`src/rtl/delay_line_param.sv`:
```
// delay_line_param: DEPTH-stage valid/data delay line with selectable tap.
// Optional fill counter under `DELAY_LINE_FILL_CNT_EN.
//
// Ports:
//   clk       in   clock, all state on rising edge
//   rst       in   synchronous active-high reset
//   en        in   advance the line by one stage
//   flush     in   synchronous clear of all stages
//   dly_sel   in   selected delay minus one, clamped to DEPTH-1
//   in_valid  in   data_in qualifier
//   data_in   in   sample
//   out_valid out  valid bit of the selected stage
//   data_out  out  data of the selected stage, RST_VAL when invalid
//   fill_cnt  out  number of valid stages (only with DELAY_LINE_FILL_CNT_EN)
module delay_line_param #(
    parameter int unsigned      WIDTH   = 16,
    parameter int unsigned      DEPTH   = 8,
    parameter logic [WIDTH-1:0] RST_VAL = '0
) (
    input  logic                       clk,
    input  logic                       rst,
    input  logic                       en,
    input  logic                       flush,
    input  logic [$clog2(DEPTH)-1:0]   dly_sel,
    input  logic                       in_valid,
    input  logic [WIDTH-1:0]           data_in,
    output logic                       out_valid,
    output logic [WIDTH-1:0]           data_out
`ifdef DELAY_LINE_FILL_CNT_EN
    ,
    output logic [$clog2(DEPTH+1)-1:0] fill_cnt
`endif
);

    localparam int unsigned SW = $clog2(DEPTH);

    localparam logic [SW:0] K_MAX_X = (SW+1)'(DEPTH - 1);

    // Power-up values match the reset values.
    logic [DEPTH-1:0]            vld_q = '0;
    logic [DEPTH-1:0][WIDTH-1:0] data_q = {DEPTH{RST_VAL}};

    logic [DEPTH-1:0]            vld_d;
    logic [DEPTH-1:0][WIDTH-1:0] data_d;

    logic [SW:0]                 sel_x;
    logic [SW-1:0]               k;

    always_comb begin
        vld_d  = vld_q;
        data_d = data_q;
        if (rst || flush) begin
            vld_d  = '0;
            data_d = {DEPTH{RST_VAL}};
        end else if (en) begin
            vld_d  = {vld_q[DEPTH-2:0], in_valid};
            data_d = {data_q[DEPTH-2:0], data_in};
        end
    end

    always_ff @(posedge clk) begin
        vld_q  <= vld_d;
        data_q <= data_d;
    end

    // Compare one bit wider so that non-power-of-two depths clamp
    // correctly without a constant-range comparison.
    always_comb begin
        sel_x = {1'b0, dly_sel};
        if (sel_x > K_MAX_X) begin
            k = K_MAX_X[SW-1:0];
        end else begin
            k = dly_sel;
        end
    end

    assign out_valid = vld_q[k];
    assign data_out  = vld_q[k] ? data_q[k] : RST_VAL;

`ifdef DELAY_LINE_FILL_CNT_EN
    localparam int unsigned CW = $clog2(DEPTH+1);

    logic [CW-1:0] cnt_q = '0;
    logic [CW-1:0] cnt_d;

    // A sample entering and one leaving in the same edge cancel out.
    always_comb begin
        cnt_d = cnt_q;
        if (rst || flush) begin
            cnt_d = '0;
        end else if (en) begin
            cnt_d = cnt_q + CW'(in_valid) - CW'(vld_q[DEPTH-1]);
        end
    end

    always_ff @(posedge clk) begin
        cnt_q <= cnt_d;
    end

    assign fill_cnt = cnt_q;
`endif

endmodule
```
`config.mk`:
```
export PLATFORM = sky130hd
export DESIGN_NAME = delay_line_param
export DESIGN_NICKNAME = d
export VERILOG_FILES = /design/src/rtl/delay_line_param.sv
export SDC_FILE = /design/constraint.sdc
export NUM_CORES = 1
export LEC_CHECK = 0
export CORE_MARGIN = 2
export CORE_UTILIZATION = 60
export CTS_CLUSTER_DIAMETER = 60
export CTS_CLUSTER_SIZE = 28
export DETAILED_ROUTE_END_ITERATION = 10
export PLACE_DENSITY_LB_ADDON = 0.3
export SKIP_CTS_REPAIR_TIMING = 1
export SLEW_MARGIN = 40
export SYNTH_ARGS = -nofsm -noshare
export SYNTH_HDL_FRONTEND = slang
export SYNTH_SLANG_ARGS = --single-unit
```
`constraint.sdc`:
```
create_clock -name clk -period 5.4 [get_ports clk]
set_clock_uncertainty 0.2 [all_clocks]
set_input_delay 1.08 -clock clk [delete_from_list [all_inputs] [get_ports clk]]
set_output_delay 1.08 -clock clk [all_outputs]
set_load 0.1 [all_outputs]
```
==> reports/metrics.csv <==
metric,value,unit
Synth Area per Inst,11.4,um2
Worst R2R Path Depth,2,
worst-path maximum fanout,17,
clock-pin slew on the worst setup and hold paths,0.06,ns
first-pass GRT wire length,18800,um
final count of hold timing violations,0,
sequential share of the synthesized area,0.463,
Cell variety after synth,13,
count of cells along the worst hold path,2,
worst hold slack,0.291,ns
Min-Delay Path Class,reg -> reg,
detailed placement HPWL,7120,um
DRT iter0 DRCs,125,
post-synthesis cell count,518,
layout cells sized above 1,0.188,
clk_lat worst skew,0.53,ns
Port Buffers,40,
CP startpoint,dly_sel[1],
Max H-tree Level,4,
CP Data Required Time,4.12,ns
Final Routed Wirelength,11600,um
Final Cycle Share,0.821,
All-Layer GR Usage,0.234,
Mapped Area,5880,um2
clock sink total,136,
Post-Syn Nets,542,
row cnt,36,
routed via count,3802,
RSZ-0062 raised after global routing,no,
power per cell area,327,nW/um2
Die X,103,um
Layout area overhead,20.5,%
"commonest non-fill, non-tap cell in the layout",mux2i_1,
wire per inst,16.7,um
final setup fails,0,
most frequent cells in the layout,"152 x mux2i_1, 143 x nor2_1, 136 x dfxtp_1, 34 x mux4_2, 21 x clkdlybuf4s50_1",
Setup CP Type,in -> out,
Setup crit end kind,primary output,
fin util,0.735,
largest net degree at the start of global routing,84,
VDD IR max,197,uV
Setup TNS,0,ns
Starting Density,0.610,
Max-Slew Margin vs Limit,0.467,
Routed Antenna Nets,0,
GP Congestion,0.766,
clk root buf,clkbuf_8,
Die ar.,10600,um2
Worst Tran Pin Value,0.800,ns
Core Box Area,9640,um2
Vias per Instance,5.50,
Ys Warns,0,
Power Total,2.32,mW
grt total ovfl,0,
fin. max-slew vios,0,
leakage,2.84,nW
hold_sp,data_q[122],
status,completed,
R2R Path Start,data_q[8],
Final nets,569,
post-route insts no fill,691,
vias in the first global route,3822,
Worst setup SP type,input port,
die height,103,um
post-synthesis register bit count,136,
DR pass1 iterations,5,
Placed Cells,659,
CTS tree,yes,
IO Count,41,
Worst Path Arrival,3.15,ns
DRC viols,0,
CTS Buffer Depth,2,
max-cap violations,0,
initial antenna violation count,0,
post-layout min period,4.43,ns
Achievable Freq,226,MHz
antenna cells,0,
Inserted Clock Buffers,17,
-- registers in the layout, indices dropped and copies added (netlist names) --
signal and cells:
data_q 128, vld_q 8
-- Yosys cell counts --
master      n  area (um2)
buf_6       1        11.3
inv_2       1        3.75
nor2_1    143         537
mux2i_1   152        1520
dfxtp_1   136        2720
buf_2      20         100
clkbuf_1   12        45.0
or2_2       1        6.26
mux2i_4     1        22.5
mux4_2     34         766
buf_12      1        20.0
nor2_4      9         101
buf_1       7        26.3
-- layer usage --
metal  track usage  vias up  wire length [um]
met5             0        -                 0
met4         0.121        0               254
met1         0.310     1853              5310
met3        0.0644       22               536
met2         0.352       77              5470
li1              -     1850                 -
-- power breakdown --
group | internal, mW | switching [mW] | total [mW]
registers | 1.01 | 0.00577 | 1.01
clock network | 0.721 | 0.453 | 1.17
logic | 0.0594 | 0.0678 | 0.127
-- worst max-delay path: stages --
cell	delay (ns)
clkdlybuf4s50_1	0.45
buf_4	0.29
buf_4	0.35
mux4_2	0.34
mux2i_1	0.39
nor2_4	0.06
buf_12	0.18
-- final timing paths --
check | endpoint | slack [ns]
worst max-delay path | data_out[11] | 0.97
worst min-delay path | data_q[122] | 0.29
worst max register to register | data_q[24] | 4.45
worst min register to register | data_q[122] | 0.29
-- stage by stage --
stage	instance area, um2	setup slack (ns)
2_1_floorplan	5880	0.947
3_3_place_gp	6480	0.994
3_5_place_dp	6490	0.990
4_1_cts	7090	0.994
5_1_grt	7090	0.947
6_report	7090	0.968
-- logic make-up after synthesis --
group                  count (synthesis)  synth area share
muxes                                187             0.393
and+or+nand+nor                      153             0.110
DFF                                  136             0.463
buffers and inverters                 42            0.0351
-- area by class of cell --
class | count | area [um2]
inverters | 1 | 3.75
repair buffers | 49 | 638
well taps | 133 | 166
multi-input cells | 340 | 2960
fillers | 675 | 2550
flip-flops and latches | 136 | 2720
clock inverters | 13 | 170
clock buffers | 19 | 432
No activity file was read; power rests on OpenSTA's default activity.
